`src/rtl/div_unit.sv`:
```
// div_unit: radix-2 restoring RV32M divider (DIV/DIVU/REM/REMU), optional DIV_FAST_SPECIAL_EN shortcut for special cases
module div_unit #(
    parameter int XLEN = 32
) (
    input  logic            clk,
    input  logic            rst,
    input  logic            start_i,
    input  logic [1:0]      op_i,
    input  logic [XLEN-1:0] dividend_i,
    input  logic [XLEN-1:0] divisor_i,
    input  logic [4:0]      rd_i,
    input  logic            kill_i,
    output logic            busy_o,
    output logic [4:0]      reg_waddr_o,
    output logic [XLEN-1:0] reg_wdata_o,
    output logic            reg_wen_o
);
`ifdef DIV_FAST_SPECIAL_EN
    localparam bit FAST = 1'b1;
`else
    localparam bit FAST = 1'b0;
`endif
    localparam logic [XLEN-1:0] MIN_NEG = {1'b1, {(XLEN-1){1'b0}}};
    typedef enum logic [1:0] {IDLE, CALC, DONE} state_t;
    state_t          state;
    logic [1:0]      op;
    logic [4:0]      rd;
    logic            neg_q, neg_r, dz, ovf, wen;
    logic [XLEN-1:0] dvd, dsr, r, q;
    logic [5:0]      cnt;
    logic            sgn_in, dz_in, ovf_in;
    logic [XLEN-1:0] a_mag, b_mag, quo, rem, res;
    logic [XLEN:0]   trial;
    assign sgn_in = ~op_i[0];
    assign a_mag  = sgn_in && dividend_i[XLEN-1] ? -dividend_i : dividend_i;
    assign b_mag  = sgn_in && divisor_i[XLEN-1] ? -divisor_i : divisor_i;
    assign dz_in  = divisor_i == '0;
    assign ovf_in = sgn_in && dividend_i == MIN_NEG && divisor_i == '1;
    assign trial  = {r, q[XLEN-1]} - {1'b0, dsr};
    assign quo    = neg_q ? -q : q;
    assign rem    = neg_r ? -r : r;
    assign res    = dz ? (op[1] ? dvd : '1) : ovf ? (op[1] ? '0 : MIN_NEG) : op[1] ? rem : quo;
    assign busy_o = state != IDLE;
    // a flush in the DONE cycle must still suppress the already-registered write
    assign reg_wen_o = wen & ~kill_i;
    always_ff @(posedge clk) begin
        if (rst) begin
            state       <= IDLE;
            wen         <= 1'b0;
            reg_waddr_o <= '0;
            reg_wdata_o <= '0;
        end else begin
            wen <= 1'b0;
            case (state)
                IDLE: if (start_i && !kill_i) begin
                    state <= CALC;
                    op    <= op_i;
                    rd    <= rd_i;
                    dvd   <= dividend_i;
                    dsr   <= b_mag;
                    q     <= a_mag;
                    r     <= '0;
                    neg_q <= sgn_in & (dividend_i[XLEN-1] ^ divisor_i[XLEN-1]);
                    neg_r <= sgn_in & dividend_i[XLEN-1];
                    dz    <= dz_in;
                    ovf   <= ovf_in;
                    // special cases jump straight to the result cycle when the shortcut is built in
                    cnt   <= FAST && (dz_in || ovf_in) ? 6'd32 : 6'd0;
                end
                CALC: if (kill_i) begin
                    state <= IDLE;
                end else if (cnt[5]) begin
                    state <= DONE;
                    wen   <= rd != 5'd0;
                    if (rd != 5'd0) begin
                        reg_waddr_o <= rd;
                        reg_wdata_o <= res;
                    end
                end else begin
                    cnt <= cnt + 6'd1;
                    q   <= {q[XLEN-2:0], ~trial[XLEN]};
                    r   <= trial[XLEN] ? {r[XLEN-2:0], q[XLEN-1]} : trial[XLEN-1:0];
                end
                default: state <= IDLE;
            endcase
        end
    end
endmodule
```
`config.mk`:
```
export PLATFORM = sky130hd
export DESIGN_NAME = div_unit
export DESIGN_NICKNAME = d
export VERILOG_FILES = /design/src/rtl/div_unit.sv
export SDC_FILE = /design/constraint.sdc
export NUM_CORES = 1
export LEC_CHECK = 0
export BUFFER_PORTS_ARGS = -buffer_cell sky130_fd_sc_hd__buf_2
export CORE_MARGIN = 1.5
export CORE_UTILIZATION = 45
export DETAILED_ROUTE_END_ITERATION = 8
export GPL_TIMING_DRIVEN = 0
export PLACE_DENSITY_LB_ADDON = 0.25
export SETUP_SLACK_MARGIN = 0.1
export SYNTH_ARGS = -nofsm -noshare
export SYNTH_HDL_FRONTEND = slang
export SYNTH_SLANG_ARGS = --single-unit
```
`constraint.sdc`:
```
create_clock -name clk -period 14.15 [get_ports clk]
set_input_delay 0.7075 -clock clk [delete_from_list [all_inputs] [get_ports clk]]
set_output_delay 0.7075 -clock clk [all_outputs]
set_load 0.1 [all_outputs]
```
After elaboration in Yosys (flattened, before gate mapping)

Index checks and enable logic that the tools add are counted.

Shifts and indexed selects: 0
Equal/unequal tests: 7
Reduce and logical (&&, ||, !) cells: 17
Bitwise gates (word level): 10
Multiplexer cells: 26
Multipliers: 0
Order comparisons: 0
Add/subtract/negate cells: 6
Div/mod/pow operators: 0

Operator list:

| kind                 | number |
|---|---|
| $mux 32              | 16 |
| $neg 32->32          | 4 |
| $pmux 32 s2          | 2 |
| $eq 32x32->1 const B | 2 |
| $sub 33x32->33       | 1 |
| $logic_not 32->1     | 1 |
| $mux 6               | 3 |
| $pmux 6 s2           | 1 |
| $reduce_and 4->1     | 2 |
| $add 6x1->6 const B  | 1 |
| $mux 2               | 3 |
| $ne 2x2->1 const B   | 3 |
| $not 1->1            | 6 |
| $logic_and 1x1->1    | 5 |
| $reduce_and 5->1     | 1 |
| $reduce_bool 5->1    | 1 |
| $pmux 2 s2           | 1 |
| $reduce_bool 2->1    | 2 |
| $reduce_or 4->1      | 1 |
| $and 1x1->1          | 3 |
| $ne 3x3->1 const B   | 1 |
| $reduce_and 3->1     | 1 |
| $eq 2x1->1 const B   | 1 |
| $logic_not 2->1      | 1 |
| other kinds (3)      | 3 |

Output and inout port bits: 39
Bits in latches: 0
Logic and storage cells: 82
Input port bits: 75
ROM bits: 0
Memories kept: 0
Register bits: 185
RAM bits: 0

Logic depth before layout (Yosys ltp)

Depth in word-level cells: 5
Depth in mapped cells: 14
Mapped depth without buffers: 12

Worst setup path before layout

OpenSTA, ideal clock, no wires.

Kind: in2reg
Start: in rst
End: reg dsr[0] (enable)
Setup time: 0.713 ns
Path buffers: 1
Arrival time: 8.530 ns
Stages: 2
Data required time: 13.437 ns
Path slack: 4.907 ns
Cell sequence: clkbuf_1 > nor4b_1

Word-level cells in the longest chain between the ends: 2

RTL lines:

| element                    | RTL line | RTL |
|---|---|---|
| from (decl)                | 6        | `input logic rst,` |
| $not 1->1 (no line)        | --       |  |
| $reduce_and 3->1 (no line) | --       |  |
| to (signal assigned)       | 60       | `dsr <= b_mag;` |
| to (decl)                  | 29       | `logic [XLEN-1:0] dvd, dsr, r, q;` |

No other way between the ends.
A chain may end at the register's enable or synchronous reset.

Final worst setup path

Start: reg r[0]
End: reg r[21] (data pin)

Word-level cells in the longest chain between the ends: 5

RTL lines:

| element                | RTL line | RTL |
|---|---|---|
| from (decl)            | 29       |  |
| from (signal assigned) | 82       | `r <= trial[XLEN] ? {r[XLEN-2:0], q[XLEN-1]} : trial[XLEN-1:0];` |
| $sub 33x32->33         | 39       | `assign trial = {r, q[XLEN-1]} - {1'b0, dsr};` |
| $mux 32                | 82       |  |
| $mux 32                | 72       | `end else if (cnt[5]) begin` |
| $mux 32                | 70       | `CALC: if (kill_i) begin` |
| $pmux 32 s2            | 54       | `case (state)` |

No other way between the ends. The select of a mux whose other input is x is not followed.

==> flow_summary.toml <==
[finish]
antenna_cells = 0
syn_to_final_growth_pct = 14.42
num-nets-final = 1491
finalCoreUtilization_pct = 52.59
layout-drive-gt1-share_pct = 12.59

[global_route]
grt_max_degree = 70
grt_pass1_vias = 9438
grt_pass1_wl_um = 51930
overflow = 0
track_usage_pct = 25.49
antenna_found_initial = 0

[die]
die-area_um2 = 26690
ios = 114
row_count = 58
fp.dieH_um = 163.4
floorplan.core_area_um2 = 25180
start_util_pct = 45.97
die_w_um = 163.4

[setup_path]
worst_ep_arrival_time_ps = 4690
startpoint_type = "flip-flop"
rrSetupSlack_ps = 9640
timing.rr.end = "r[21]$_SDFFCE_PN0P_"
crit_required_ps = 14330
worstSetupPathType = "reg -> reg"
reg2regPathDepth = 13
cp_max_fo = 10
worstSetupEndpointType = "flip-flop"
crit_path_start = "r[0]$_SDFFCE_PN0P_"
crit_path_end = "r[21]$_SDFFCE_PN0P_"
r2r_start = "r[0]$_SDFFCE_PN0P_"

[min_path]
min_path_cells = 1
hold_path_class = "in -> reg"

[clock_tree]
insertion_delay_ps = 450
cts_resized = 0
cts_tree = "done"
clockBufferDepth = 2
cts-root-buf = "clkbuf_16"
clock-sinks = 184
htree_num_levels = 4
hold_buffers = 0
cts_setup_buffers = 0
cts-buffers-inserted = 17
clk_pin_slew_ps = 80

[detailed_routing]
drtPass1Iterations = 5
drt_iter0_drc = 1017
postRouteAntennaNets = 0
routed-via-count = 10115
drcViolationCount = 0
viasPerCell = 5.881
post_drt_wl_per_cell_um = 19.53
wl_um = 33600

[sta]
finalSetupTns_ps = 0
fin_skew_ps = 14.11
period_share_pct = 31.84
hold_violations = 0
rsz0062_at_grt = "false"
slew_headroom_pct = 35.21
fin_crit_ps = 4505
worst_pin_slew_ps = 966.0
fin_hold_ws_ps = 435.1
report.final.slew_viol_count = 0
fmax_ghz = 0.2220
final-setup-viol-count = 0

[power_and_ir_drop]
power_density_nw_per_um2 = 98.62
irDropWorstVdd_uv = 55.73
p_leak_uw = 0.005010

[logic_synthesis]
synth_area_um2 = 11570
ys_types = 65
syn_area_per_cell_um2 = 9.372
syn-instance-count = 1235
synth_seq_cells = 184
async_flop_share_pct = 0
synth_nets = 1349
synth-edff-count = 144
ys_warn_count = 0
ys.flop_type = "edfxtp_1"
yosysSeqAreaShare_pct = 44.28

[flow_run]
drv_cap = 0

[placement]
detailed_place_hpwl_um = 25890
place.gp.congestion = 0.9475
port_buffers = 113

[run_status]
status = "finished clean"
==> logic make-up (layout without fill, tap and decap cells) <==
family,Yosys count,count (layout),share of synthesized area (%)
xor+xnor,148,148,11.20
flops,184,184,44.28
fa+ha+maj,39,39,4.281
compound gates,345,345,18.72
buf+inv,107,262,3.470
mux,29,29,2.540
simple gates,383,383,15.51
==> metal layers <==
| metal | global-route usage [%] | vias up | routed length (um) |
|---|---|---|---|
| met2 | 39.46 | 450 | 14910 |
| met5 | 0 | - | 0 |
| met1 | 35.68 | 4799 | 15050 |
| li1 | - | 4805 | - |
| met3 | 5.383 | 61 | 2801 |
| met4 | 7.715 | 0 | 832 |
==> through the flow <==
stage                     worst slack [ps]  std cells  total power, uW  area, um2
final                                 9645       1720             1306      13240
after global routing                  9424       1720             1349      13240
after CTS                             9722       1720             1305      13240
after detailed placement              9735       1688            823.2      12640
after global placement               427.5       1678            821.6      12550
after floorplan                       4907       1235            759.5      11570
==> registers in the layout, indices dropped and copies added (netlist names) <==
name         cells
dsr             32
dvd             32
q               32
r               32
reg_wdata_o     32
cnt              6
rd               5
reg_waddr_o      5
state            2
dz               1
neg_q            1
neg_r            1
op               1
ovf              1
wen              1
==> power by group <==
part	total (uW)	internal [uW]	switching, uW
clock network	491	255	236
logic	194	69.9	124
registers	621	605	16.3
==> cell usage in the layout, fill, tap and decap left out, types with 12 or more instances in the layout <==
master,n
a211oi_1,12
o21ai_0,111
clkbuf_16,19
nor2_1,117
or4_1,13
ha_1,38
o31ai_1,23
clkbuf_1,46
inv_1,55
o41ai_1,14
buf_2,113
edfxtp_1,144
mux2i_1,26
nand2_1,122
xnor2_1,73
nor3_1,28
a21oi_1,91
dfxtp_1,40
nand4_1,12
nand3_1,19
xor2_1,75
or3_1,15
==> critical path, stage by stage (launching register included) <==
cell and delay, ps:
edfxtp_1 460, inv_1 210, fa_1 470, nand2b_1 180
a21o_1 200, a211oi_1 550, o211ai_1 260, nand3_1 140
a21oi_1 90, xnor2_1 180, buf_1 540, buf_1 630
mux2i_1 270, nor2_1 60
==> synth_stat cells, drive strengths merged (7+ instances only) <==
master / count / area [um2]
o221ai: 7 / 61.31
nand3: 19 / 95.09
clkbuf: 45 / 168.9
nor2: 117 / 439.2
o31ai: 24 / 185.2
a21o: 11 / 82.58
or4: 18 / 153.9
nand2b: 11 / 68.82
or3: 16 / 105.1
mux2i: 26 / 260.3
nor3: 28 / 140.1
xnor2: 73 / 639.4
a21oi: 91 / 455.4
nand2: 122 / 457.9
o41ai: 16 / 166.4
o22ai: 8 / 50.05
o21ai: 115 / 579.3
nor2b: 10 / 62.56
o21a: 11 / 82.58
xor2: 75 / 656.9
a211oi: 12 / 90.09
nor4: 10 / 62.56
ha: 38 / 475.5
inv: 55 / 206.5
o211ai: 11 / 87.58
edfxtp: 144 / 4324
dfxtp: 40 / 800.8
nand4: 12 / 75.07
==> area by class of cell <==
cell class / count / area (um2)
clock buffers: 20 / 479.2
multi-input cells: 944 / 6057
clock inverters: 12 / 127.6
inverters: 56 / 210.2
plain buffers: 51 / 191.4
well taps: 330 / 412.9
flip-flops and latches: 184 / 5125
repair buffers: 123 / 640.6
fillers: 2341 / 11940
==> how the worst min path moves through the flow <==
| stage | startpoint | endpoint | slack (ps) |
|---|---|---|---|
| after floorplan | rd[2]$_DFFE_PP_ | reg_waddr_o[2]$_SDFFE_PP0P_ | 490 |
| after global placement | reg_wdata_o[19]$_SDFFE_PP0P_ | reg_wdata_o[19]$_SDFFE_PP0P_ | 430 |
| after detailed placement | reg_wdata_o[19]$_SDFFE_PP0P_ | reg_wdata_o[19]$_SDFFE_PP0P_ | 440 |
| after CTS | op_i[1] | op[1]$_DFFE_PP_ | 430 |
| after global routing | op_i[1] | op[1]$_DFFE_PP_ | 420 |
| final | op_i[1] | op[1]$_DFFE_PP_ | 440 |
Power figures use the tool's default switching activity.
